<file path="src/rtl/button_event_decoder.sv">
// Classifies presses of a debounced button into SHORT / DOUBLE / LONG events
// and presents them through a single-entry valid/ready holding register.
//
//   state  | meaning
//   IDLE   | released, waiting for a press edge
//   PRESS1 | first press in progress, timing toward a long press
//   GAP    | released after a short press, waiting for a second press
//   PRESS2 | second press in progress
//   HELD   | long press already reported, waiting for release
module button_event_decoder #(
  parameter int LONG_CYCLES   = 16,
  parameter int DCLICK_CYCLES = 8,
  parameter int IS_PULLUP     = 0
) (
  input  logic       clk,
  input  logic       rstn,
  input  logic       i_btn,
  input  logic       i_evt_ready,
  output logic       o_evt_valid,
  output logic [1:0] o_evt_code,
  output logic       o_pressed,
  output logic       o_evt_drop
);

  localparam int MAX_CYC = (LONG_CYCLES > DCLICK_CYCLES) ? LONG_CYCLES : DCLICK_CYCLES;
  localparam int TW      = $clog2(MAX_CYC) + 1;
  localparam logic [TW-1:0] LONG_TC   = TW'(LONG_CYCLES - 1);
  localparam logic [TW-1:0] DCLICK_TC = TW'(DCLICK_CYCLES - 1);

  localparam logic [1:0] EVT_SHORT  = 2'b01;
  localparam logic [1:0] EVT_DOUBLE = 2'b10;
  localparam logic [1:0] EVT_LONG   = 2'b11;

  typedef enum logic [2:0] {
    S_IDLE,
    S_PRESS1,
    S_GAP,
    S_PRESS2,
    S_HELD
  } state_t;

  state_t          state_q, state_d;
  logic [TW-1:0]   timer_q, timer_d;
  logic            pressed_q, pressed_d;
  logic            prev_q, prev_d;
  logic            valid_q, valid_d;
  logic [1:0]      code_q, code_d;
  logic            drop_q, drop_d;

  logic            press_edge;
  logic            release_edge;
  logic            gen;
  logic [1:0]      gen_code;

  assign pressed_d    = i_btn ^ (IS_PULLUP != 0);
  assign prev_d       = pressed_q;
  assign press_edge   = pressed_q & ~prev_q;
  assign release_edge = ~pressed_q & prev_q;

  always_comb begin
    state_d  = state_q;
    gen      = 1'b0;
    gen_code = 2'b00;
    case (state_q)
      S_IDLE: begin
        if (press_edge) state_d = S_PRESS1;
      end
      S_PRESS1: begin
        if (release_edge) begin
          state_d = S_GAP;
        end else if (timer_q == LONG_TC) begin
          state_d  = S_HELD;
          gen      = 1'b1;
          gen_code = EVT_LONG;
        end
      end
      S_GAP: begin
        // A press landing on the timeout cycle still counts as a double click.
        if (press_edge) begin
          state_d = S_PRESS2;
        end else if (timer_q == DCLICK_TC) begin
          state_d  = S_IDLE;
          gen      = 1'b1;
          gen_code = EVT_SHORT;
        end
      end
      S_PRESS2: begin
        if (release_edge) begin
          state_d  = S_IDLE;
          gen      = 1'b1;
          gen_code = EVT_DOUBLE;
        end else if (timer_q == LONG_TC) begin
          state_d  = S_HELD;
          gen      = 1'b1;
          gen_code = EVT_DOUBLE;
        end
      end
      S_HELD: begin
        if (release_edge) state_d = S_IDLE;
      end
      default: state_d = S_IDLE;
    endcase
  end

  always_comb begin
    timer_d = timer_q;
    if (state_d != state_q) begin
      timer_d = '0;
    end else if (state_q == S_PRESS1 || state_q == S_GAP || state_q == S_PRESS2) begin
      timer_d = timer_q + TW'(1);
    end
  end

  // Holding register: a new event may replace one being accepted this cycle.
  always_comb begin
    valid_d = valid_q;
    code_d  = code_q;
    drop_d  = 1'b0;
    if (valid_q && i_evt_ready) begin
      valid_d = 1'b0;
      code_d  = 2'b00;
    end
    if (gen) begin
      if (!valid_q || i_evt_ready) begin
        valid_d = 1'b1;
        code_d  = gen_code;
      end else begin
        drop_d = 1'b1;
      end
    end
  end

  always_ff @(posedge clk) begin
    if (!rstn) begin
      state_q   <= S_IDLE;
      timer_q   <= '0;
      pressed_q <= 1'b0;
      prev_q    <= 1'b0;
      valid_q   <= 1'b0;
      code_q    <= 2'b00;
      drop_q    <= 1'b0;
    end else begin
      state_q   <= state_d;
      timer_q   <= timer_d;
      pressed_q <= pressed_d;
      prev_q    <= prev_d;
      valid_q   <= valid_d;
      code_q    <= code_d;
      drop_q    <= drop_d;
    end
  end

  assign o_evt_valid = valid_q;
  assign o_evt_code  = code_q;
  assign o_pressed   = pressed_q;
  assign o_evt_drop  = drop_q;

endmodule
</file>
<file path="config.mk">
export PLATFORM = sky130hd
export DESIGN_NAME = button_event_decoder
export DESIGN_NICKNAME = d
export VERILOG_FILES = /design/src/rtl/button_event_decoder.sv
export SDC_FILE = /design/constraint.sdc
export NUM_CORES = 1
export LEC_CHECK = 0
export CORE_UTILIZATION = 35
export DETAILED_ROUTE_END_ITERATION = 10
export PLACE_DENSITY = 0.61
export SETUP_SLACK_MARGIN = 0.2
export SLEW_MARGIN = 10
export SYNTH_ARGS = -nofsm -noshare
export SYNTH_HDL_FRONTEND = slang
export SYNTH_SLANG_ARGS = --single-unit
</file>
<file path="constraint.sdc">
create_clock -name clk -period 1.9 [get_ports clk]
set_input_delay 0.19 -clock clk [delete_from_list [all_inputs] [get_ports clk]]
set_output_delay 0.19 -clock clk [all_outputs]
set_load 0.01 [all_outputs]
</file>
# Word-level counts from Yosys, hierarchy flattened
# Cells that the tools add are included.
# word_totals
in_bits,4
ff_bits,14
# op_classes
n_reduce_logical,8
n_eq_ne,7
bitwise_logic,5
mux,28
addsub,1
# op_table
operator,n
2-to-1 mux 3 bit,7
case mux 3 bit (5 select lines),1
2-to-1 mux 2 bit,7
2-to-1 mux 1 bit,11
"equality test 3 x 2 -> 1 bit, second input constant",2
case mux 2 bit (3 select lines),1
"adder 5 x 1 -> 5 bit, second input constant",1
"equality test 5 x 3 -> 1 bit, second input constant",1
"equality test 5 x 4 -> 1 bit, second input constant",1
"equality test 3 x 1 -> 1 bit, second input constant",1
"equality test 3 bit, second input constant",1
logical NOT 3 bit,1
logical OR 1 bit,3
!= test 3 bit,1
inverter 1 bit,3
case mux 1 bit (3 select lines),1
AND 1 bit,2
AND reduction 2 bit,1
OR reduction 2 bit,1
logical AND 1 bit,1
logical NOT 1 bit,1

# Logic depth before layout (Yosys ltp)
# Gate-level depths: netlist of the first run.
# logic_depth
ltp_word,6
ltp_mapped,8

# Worst setup path before layout of the first run
# OpenSTA, ideal clock, no wires.
# synth_timing
path_type,register -> register
from,register timer_q[0]
to,"register code_q[0], in the netlist o_evt_code[0]"
path_stages_with_launch,8
slack_ps,137
t_arrival_ps,1702
setup_ps,62
cell_sequence,dfxtp_1 ha_1 and3_1 ha_1 nand2_1 or4_1 a221o_1 nand3_1
# synth_via
elab_chain_len,6
# synth_rtl
item,line_no,rtl
from (decl),43,"logic [TW-1:0] timer_q, timer_d;"
from (signal assigned),144,timer_q <= timer_d;
equality test 5 x 3 -> 1 bit / equality test 5 x 4 -> 1 bit (equally long branches),"81, 71, 92",
2-to-1 mux 1 bit / 2-to-1 mux 2 bit (equally long branches),"81, 71",
2-to-1 mux 1 bit / 2-to-1 mux 2 bit (equally long branches),"79, 69",
case mux 2 bit (3 select lines),64,case (state_q)
2-to-1 mux 2 bit,124,if (!valid_q || i_evt_ready) begin
2-to-1 mux 2 bit *,123,if (gen) begin
to (signal assigned),148,code_q <= code_d;
to (decl),47,"logic [1:0] code_q, code_d;"
# Every way passes the cells marked *; elsewhere a longest branch is shown, timed or not.
# A chain may end at the register's enable or synchronous reset.

# Worst setup path in the final report of the first run
# layout_timing
from,register timer_q[1]
to,"register code_q[0], in the netlist o_evt_code[0]"
# Same word-level chain as after synthesis.

==> results of run 1 <==
-- worst reg2reg max path, stage by stage (launching register included) --
cell and delay [ps]:
dfxtp_2 360, ha_4 130, and3_4 180, ha_4 150
nand2_4 60, or4_4 420, a221o_1 300, nand3_1 70
-- routing by layer --
| layer | part of all wire, % | vias up | wire [um] | track usage [%] |
|---|---|---|---|---|
| met4 | 2.1 | 0 | 33 | 12.6 |
| met5 | 0 | - | 0 | 0 |
| met1 | 44 | 303 | 692 | 17.3 |
| met3 | 3.6 | 4 | 56 | 6.92 |
| met2 | 50 | 10 | 781 | 31.4 |
| li1 | - | 321 | - | - |
-- area by class of cell --
type / count / area (um^2) / share of cell area, %
flip-flops and latches: 14 / 283 / 30.6
repair buffers: 14 / 125 / 13.5
well taps: 25 / 31.3 / 3.38
inverters: 3 / 11.3 / 1.22
clock buffers: 3 / 22.5 / 2.44
multi-input cells: 62 / 452 / 48.8
-- registers in the layout, summed over array words and instances, names as in the netlist --
signal	count
timer_q	5
state_q	3
o_evt_code	2
o_evt_drop	1
o_evt_valid	1
o_pressed	1
prev_q	1
-- final timing paths --
path,start,end,depth (start not counted)
max,timer_q[1]$_SDFFE_PP0P_,o_evt_code[0]$_SDFF_PN0_,7
min,i_btn,o_pressed$_SDFF_PN0_,2
max reg2reg,timer_q[1]$_SDFFE_PP0P_,o_evt_code[0]$_SDFF_PN0_,7
min reg2reg,o_evt_code[0]$_SDFF_PN0_,o_evt_code[0]$_SDFF_PN0_,2
-- where the power goes --
part | total, mW | switching, mW | internal (mW)
logic | 0.0611 | 0.0298 | 0.0314
registers | 0.317 | 0.0143 | 0.303
clock network | 0.171 | 0.0969 | 0.0738
-- cells by family after synthesis --
logic type | count (synthesis)
compound gates | 17
fa+ha+maj | 2
simple gates | 39
mux | 1
xor+xnor | 3
flops | 14
buf+inv | 6
-- stage by stage --
stage                     cells  util, %  instance area (um^2)  hold slack (ps)
after floorplan              82        -                   719              317
after global placement      113     45.8                   826              477
after detailed placement    113     45.8                   826              484
after CTS                   120     50.1                   903              476
after global routing        121     51.3                   925              501
final                       121     51.3                   925              485
-- synth_stat cells (3+ instances only) --
cell type	number
nand4_1	3
nor2_1	9
and3_1	4
nand3_1	3
o21ai_0	3
dfxtp_1	14
inv_1	3
nand2b_1	3
nand2_1	7
a21oi_1	4
-- timing repair --
item,in CTS,in global routing
hold endpoints to repair,0,0
gates resized for setup,4,3
setup buffers,4,1
pin swaps,4,3
endpoints found under the setup margin,2,3
hold buffers,0,0
==> impl_metrics.csv, run 1 <==
group,metric,value,unit
synth,synthSimpleGateAreaFrac,30.8,%
global_route,track_usage,18.0,%
timing,setup_ws,184,ps
floorplan,core,1800,um^2
route,drc_errors,0,
timing,hold_violations,0,
finish,final_common_cell,"dfxtp_1",
finish,antennaDiodeCount,0,
floorplan,row_count,15,
global_route,antenna_found_initial,0,
floorplan,io_pins,9,
timing,min_period,1720,ps
power_and_ir_drop,vdd_drop_max,340,uV
hold_path,hold_path_class,"in2reg",
synth,synthArstFlopShare,0,%
clock_tree,root_buffer,"clkbuf_4",
synth,yosys_register_bits,14,
clock_tree,clk_pin_slew_worst_paths,80,ps
route,routedWlPerCell,12.9,um
route,routed_wl,1.56,mm
synth,yosys.area.top_type,"dfxtp_1",
timing,slew_headroom,71.4,%
power_and_ir_drop,p_leak,0.361,nW
worst_setup_path,worst_path_most_repeated_cell,"ha_4",
route,ant_nets,0,
finish,area_delta_synth_final,31.7,%
global_route,grt_max_degree,12,
worst_setup_path,end_kind,"register",
floorplan,die_area,2190,um^2
floorplan,die_y,46.8,um
synth,muxShareOfSynthArea,2.14,%
route,firstDrtPassIters,4,
worst_setup_path,path_max_fanout,3,
timing,tightest_slew,428,ps
timing,rsz0062_at_grt,"true",
worst_setup_path,crit_arrival,1950,ps
timing,clock.fmax,583,MHz
finish,final_nets,104,
placed_design,portBuffers,8,
power_and_ir_drop,power_density,593,nW/um^2
clock_tree,clock-sinks,14,
floorplan,die_w,46.8,um
worst_setup_path,path_class,"reg2reg",
placed_design,dp_slack,149,ps
timing,skew,1.39,ps
clock_tree,clockBufferDepth,2,
floorplan,initial_core_util,39.0,%
worst_setup_path,worst-path-buf-inv,0,
clock_tree,cts_buffers,3,
worst_setup_path,worstPathCellList,"ha_4 > and3_4 > ha_4 > nand2_4 > or4_4 > a221o_1 > nand3_1",
synth,synth-edff-count,0,
synth,synth_top_area_share,39.9,%
synth,synthXorXnorAreaFrac,3.74,%
synth,synthAdderAreaFrac,3.57,%
synth,postSynthAreaPerCell,8.56,um^2
route,vias_per_cell,5.27,
power_and_ir_drop,finalPower,0.549,mW
timing,finalMaxSlewViolations,0,
flow_run,drv_cap,0,
worst_setup_path,crit_slowest_cell,"or4_4",
route,drt_iter0_markers,24,
finish,fillers,189,
synth,synth_top_family_by_area,"simple AND/OR/NAND/NOR gates",
worst_setup_path,r2r_setup_slack,180,ps
synth,netlist_instances,82,
finish,final_layout_size_suffix_gt1_share,20.8,%
global_route,grt-ovfl-total,0,
global_route,grt_pass1_vias,653,
synth,ys_top_cells_by_area,"dfxtp_1 40%, nor2_1 4.8%, nand2_1 3.7%, and3_1 3.6%, ha_1 3.6%",
timing,tns,0,ps
worst_setup_path,path_delay_family,"simple AND/OR/NAND/NOR gates",
timing,setup_viol,0,
worst_setup_path,critPathLaunchType,"register",
worst_setup_path,cp_slowest_stage_delay,420,ps
finish,final_cell_mix,"12 x dfxtp_1, 9 x nor2_1, 8 x clkdlybuf4s50_1, 6 x nand2_1, 6 x buf_4",
synth,synthFlopType,"dfxtp_1",
clock_tree,cts_tree,"built",
timing,finalCritPeriodShare,90.3,%
placed_design,place_congestion,0.792,
run_status,status,"finished clean",
synth,synthesis.nets,88,
synth,ys_seq_area_share,39.9,%
synth,synth.distinct_cells,33,
route,dr_total_vias,638,
placed_design,hpwl,1000,um
worst_setup_path,worst_ep_required_time,2130,ps
clock_tree,clk-insertion-delay-late,280,ps
global_route,grt_pass1_wl,2.64,mm
synth,yosys_warnings,0,
synth,synthesis.area,702,um^2
clock_tree,h-tree-depth,1,
synth,synth-compound-area-share,16.4,%
Power figures use the tool's default switching activity.
==> run 2, diff against run 1 <==
- CELL_PAD_IN_SITES_DETAIL_PLACEMENT: not set -> 1
- CELL_PAD_IN_SITES_GLOBAL_PLACEMENT: not set -> 1
- PLACE_DENSITY: 0.61 -> 0.75
==> impl_metrics.csv, run 2 (synthesis results as in run 1) <==
group,metric,value,unit
clock_tree,cts_tree,"built",
worst_setup_path,worstPathCellList,"ha_4 > and3_4 > ha_4 > nand2_4 > or4_1 > a221o_1 > nand3_1",
finish,top_register,"timer_q",
worst_setup_path,worst_ep_required_time,2140,ps
floorplan,die_w,46.8,um
placed_design,hpwl,1.19,mm
worst_setup_path,critPathLaunchType,"register",
timing,skew,4.34,ps
route,wl_met2,866,um
clock_tree,root_buffer,"clkbuf_4",
clock_tree,clk_pin_slew_worst_paths,90,ps
clock_tree,clock-sinks,14,
clock_tree,clockBufferDepth,2,
global_route,grt_pass1_wl,2.86,mm
finish,antennaDiodeCount,0,
global_route,grt_max_degree,12,
hold_path,hold_path_class,"in2reg",
floorplan,io_pins,9,
finish,final_common_cell,"dfxtp_1",
finish,largest_reg_flops,5,
timing,hold_violations,0,
route,vias_per_cell,5.50,
worst_setup_path,reg2regPathDepth,7,
floorplan,row_count,15,
power_and_ir_drop,finalPower,0.614,mW
worst_setup_path,path_class,"reg2reg",
timing,tightest_slew,441,ps
route,routedWlPerCell,15.7,um
timing,setup_viol,0,
timing,tns,0,ps
floorplan,die_area,2190,um^2
global_route,grt-ovfl-total,0,
global_route,grt_pass1_vias,592,
finish,final_cell_mix,"12 x dfxtp_1, 9 x nor2_1, 8 x clkdlybuf4s50_1, 7 x buf_4, 6 x nand2_1",
route,drc_errors,0,
finish,area_delta_synth_final,34.9,%
worst_setup_path,r2r_setup_slack,80,ps
clock_tree,cts_hold_buf,0,
route,ant_nets,0,
global_route,antenna_found_initial,0,
route,wl_met3,83,um
placed_design,place_congestion,0.763,
worst_setup_path,reg2reg_to,"o_evt_code[0]$_SDFF_PN0_",
power_and_ir_drop,power_density,648,nW/um^2
run_status,status,"finished clean",
global_route,track_usage,19.8,%
timing,min_period,1820,ps
route,drt_iter0_markers,10,
finish,final_util,52.6,%
timing,clock.fmax,551,MHz
route,wl_met1,920,um
worst_setup_path,path_max_fanout,3,
worst_setup_path,worst-path-buf-inv,0,
timing,slew_headroom,70.5,%
route,top_layer,"met4",
power_and_ir_drop,vdd_drop_max,372,uV
floorplan,core,1800,um^2
timing,finalCritPeriodShare,95.5,%
placed_design,portBuffers,8,
power_and_ir_drop,p_leak,0.370,nW
worst_setup_path,crit_slowest_cell,"or4_1",
clock_tree,clk-insertion-delay-late,290,ps
floorplan,initial_core_util,39.0,%
floorplan,die_y,46.8,um
flow_run,drv_cap,0,
hold_path,whs_endpoint,"o_pressed$_SDFF_PN0_",
finish,final_nets,105,
hold_path,min_from,"i_btn",
timing,rsz0062_at_grt,"true",
worst_setup_path,cp_slowest_stage_delay,450,ps
clock_tree,h-tree-depth,1,
hold_path,holdPathStages,2,
route,dr_total_vias,676,
clock_tree,cts_buffers,3,
route,firstDrtPassIters,4,
finish,final_layout_size_suffix_gt1_share,22.4,%
route,routed_wl,1.94,mm
worst_setup_path,r2r-start,"timer_q[1]$_SDFFE_PP0P_",
timing,finalMaxSlewViolations,0,
worst_setup_path,crit_arrival,2060,ps
worst_setup_path,end_kind,"register",
worst_setup_path,worst_path_most_repeated_cell,"ha_4",
worst_setup_path,path_delay_family,"simple AND/OR/NAND/NOR gates",
## run 2: cell types whose count changed in the layout (fill, tap and decap cells not counted), sizes merged
cell | previous run | this run
buf | 6 | 7
clkbuf | 3 | 4
## run 2: area by class of cell
type | instances | area, um^2
timing repair buffer | 15 | 133
sequential | 14 | 283
fill | 225 | 855
inverter | 3 | 11.3
multi-input combinational | 62 | 453
clock buffer | 4 | 36.3
tap | 25 | 31.3
## run 2: how the worst max path moves through the flow
stage,from,endpoint,slack [ps],depth (start not counted)
6_report,timer_q[1]$_SDFFE_PP0P_,o_evt_code[0]$_SDFF_PN0_,80,7
5_1_grt,timer_q[1]$_SDFFE_PP0P_,o_evt_code[0]$_SDFF_PN0_,10,7
4_1_cts,timer_q[1]$_SDFFE_PP0P_,o_evt_code[0]$_SDFF_PN0_,150,7
3_5_place_dp,timer_q[0]$_SDFFE_PP0P_,o_evt_code[0]$_SDFF_PN0_,110,7
3_3_place_gp,timer_q[0]$_SDFFE_PP0P_,o_evt_code[0]$_SDFF_PN0_,170,7
2_1_floorplan,timer_q[0]$_SDFFE_PP0P_,o_evt_code[0]$_SDFF_PN0_,220,7
## run 2: metal layers
| layer | vias up | global-route usage (%) |
|---|---|---|
| li1 | 324 | - |
| met1 | 328 | 26.7 |
| met2 | 17 | 27.8 |
| met3 | 7 | 4.62 |
| met4 | 0 | 13.7 |
| met5 | - | 0 |
## run 2: timing repair
| action | 4_1_cts | 5_1_grt |
|---|---|---|
| pin swaps | 3 | 4 |
| resized for setup | 4 | 3 |
| buffers inserted | 4 | 2 |
| endpoints found under the setup margin | 2 | 5 |
## run 2: report_power, final
part	total, mW	switching (mW)	internal (mW)
registers	0.318	0.0153	0.303
clock network	0.225	0.108	0.117
logic	0.0705	0.0345	0.0361
total	0.614	0.158	0.456
## run 2: metrics by stage
stage | hold slack (ps) | worst slack [ps] | instances | area [um^2]
final | 471 | 84.7 | 123 | 947
after global routing | 477 | 14.1 | 123 | 947
after CTS | 473 | 154 | 121 | 917
after detailed placement | 487 | 107 | 113 | 826
after global placement | 476 | 168 | 113 | 826
after floorplan | 317 | 224 | 82 | 719
==> run 3, diff against run 2 <==
- CORE_MARGIN: not set -> 2
==> impl_metrics.csv, run 3 (synthesis results as in run 1) <==
group,metric,value,unit
finish,antennaDiodeCount,0,
worst_setup_path,path_max_fanout,3,
clock_tree,cts_tree,"built",
clock_tree,clk-insertion-delay-late,280,ps
finish,top_register,"timer_q",
clock_tree,clk_pin_slew_worst_paths,90,ps
finish,final_nets,107,
floorplan,core,1920,um^2
hold_path,min_from,"i_btn",
clock_tree,clockBufferDepth,2,
power_and_ir_drop,power_density,573,nW/um^2
timing,min_period,1710,ps
power_and_ir_drop,p_leak,0.372,nW
finish,final_layout_size_suffix_gt1_share,24.2,%
global_route,antenna_found_initial,0,
clock_tree,h-tree-depth,1,
floorplan,initial_core_util,36.5,%
placed_design,portBuffers,8,
route,firstDrtPassIters,2,
timing,clock.fmax,584,MHz
worst_setup_path,r2r_setup_slack,190,ps
timing,finalCritPeriodShare,90.2,%
clock_tree,clock-sinks,14,
finish,multi_input_area,458,um^2
route,routed_wl,1.76,mm
global_route,grt_pass1_wl,2.93,mm
timing,finalMaxSlewViolations,0,
clock_tree,root_buffer,"clkbuf_4",
worst_setup_path,critPathLaunchType,"register",
placed_design,place_congestion,0.762,
placed_design,hpwl,1.23,mm
global_route,grt_max_degree,12,
timing,rsz0062_at_grt,"true",
floorplan,row_count,16,
worst_setup_path,end_kind,"register",
worst_setup_path,path_class,"reg2reg",
worst_setup_path,reg2regPathDepth,7,
hold_path,whs_endpoint,"o_pressed$_SDFF_PN0_",
finish,fillers,243,
flow_run,drv_cap,0,
timing,hold_violations,0,
finish,regArea,285,um^2
route,drc_errors,0,
worst_setup_path,worst_ep_required_time,2120,ps
floorplan,io_pins,9,
global_route,grt-ovfl-total,0,
timing,skew,6.54,ps
global_route,track_usage,15.9,%
worst_setup_path,crit_arrival,1940,ps
clock_tree,cts_buffers,3,
timing,setup_viol,0,
finish,design_area,958,um^2
worst_setup_path,reg2reg_to,"o_evt_code[0]$_SDFF_PN0_",
timing,tightest_slew,478,ps
worst_setup_path,worstSetupStartpoint,"timer_q[1]$_SDFFE_PP0P_",
route,drt_iter0_markers,5,
run_status,status,"finished clean",
route,routedWlPerCell,14.0,um
power_and_ir_drop,vdd_drop_max,449,uV
finish,area_delta_synth_final,36.5,%
floorplan,die_w,48.8,um
finish,final_cell_mix,"12 x dfxtp_1, 9 x nor2_1, 9 x buf_4, 8 x clkdlybuf4s50_1, 6 x nand2_1",
worst_setup_path,r2r-start,"timer_q[1]$_SDFFE_PP0P_",
timing,tns,0,ps
route,vias_per_cell,5.12,
finish,final_common_cell,"dfxtp_1",
floorplan,die_y,48.8,um
finish,largest_reg_flops,5,
route,ant_nets,0,
hold_path,hold_path_class,"in2reg",
floorplan,die_area,2380,um^2
placed_design,dpl-instance-area,836,um^2
route,dr_total_vias,645,
timing,slew_headroom,68.1,%
clock_tree,cts_hold_buf,0,
global_route,grt_pass1_vias,664,
hold_path,holdPathStages,2,
==> run 3: how the worst max path moves through the flow <==
stage | to | slack [ps] | depth (start not counted)
after floorplan | o_evt_code[0]$_SDFF_PN0_ | 220 | 7
after detailed placement | o_evt_code[0]$_SDFF_PN0_ | 110 | 7
after CTS | o_evt_code[1]$_SDFF_PN0_ | 170 | 8
after global routing | timer_q[4]$_SDFFE_PP0P_ | 90 | 7
after global placement | o_evt_code[0]$_SDFF_PN0_ | 170 | 7
final | o_evt_code[0]$_SDFF_PN0_ | 190 | 7
==> run 3: report_power, final <==
group | switching, mW | internal [mW] | total, mW
Combinational | 0.0308 | 0.0317 | 0.0625
Clock | 0.0962 | 0.0735 | 0.170
Sequential | 0.0147 | 0.302 | 0.317
==> run 3: repair_timing <==
item | in CTS | in global routing
gates cloned | 0 | 0
pin swaps | 4 | 4
setup endpoints to repair | 2 | 9
endpoints found under the hold margin | 0 | 0
setup buffers | 5 | 2
gates resized for setup | 5 | 4
==> run 3: cell type report <==
class | count | share of cell area [%]
clock buffers | 3 | 2.35
inverters | 3 | 1.17
multi-input cells | 62 | 47.8
flip-flops and latches | 14 | 29.8
well taps | 27 | 3.52
repair buffers | 17 | 15.4
==> run 3: metrics by stage <==
stage / cells / hold WS (ps) / worst slack [ps] / util (%) / power [mW]
finish: 126 / 494 / 186 / 49.9 / 0.549
global route: 126 / 503 / 88.3 / 49.9 / 0.577
CTS: 124 / 495 / 173 / 48.0 / 0.550
detailed placement: 116 / 510 / 108 / 43.5 / 0.378
global placement: 116 / 478 / 174 / 43.5 / 0.376
floorplan: 82 / 317 / 224 / - / 0.357
==> run 3: critical path: stages (launching register included) <==
cell     delay (ps)
dfxtp_2         360
ha_4            140
and3_4          190
ha_4            140
nand2_4          50
or4_1           410
a221o_1         300
nand3_1          80
==> run 3: routing by layer <==
layer / GRT usage, % / share of wire (%)
met1: 17.0 / 41
met2: 30.1 / 57
met3: 2.76 / 1.1
met4: 7.14 / 1.1
met5: 0 / 0
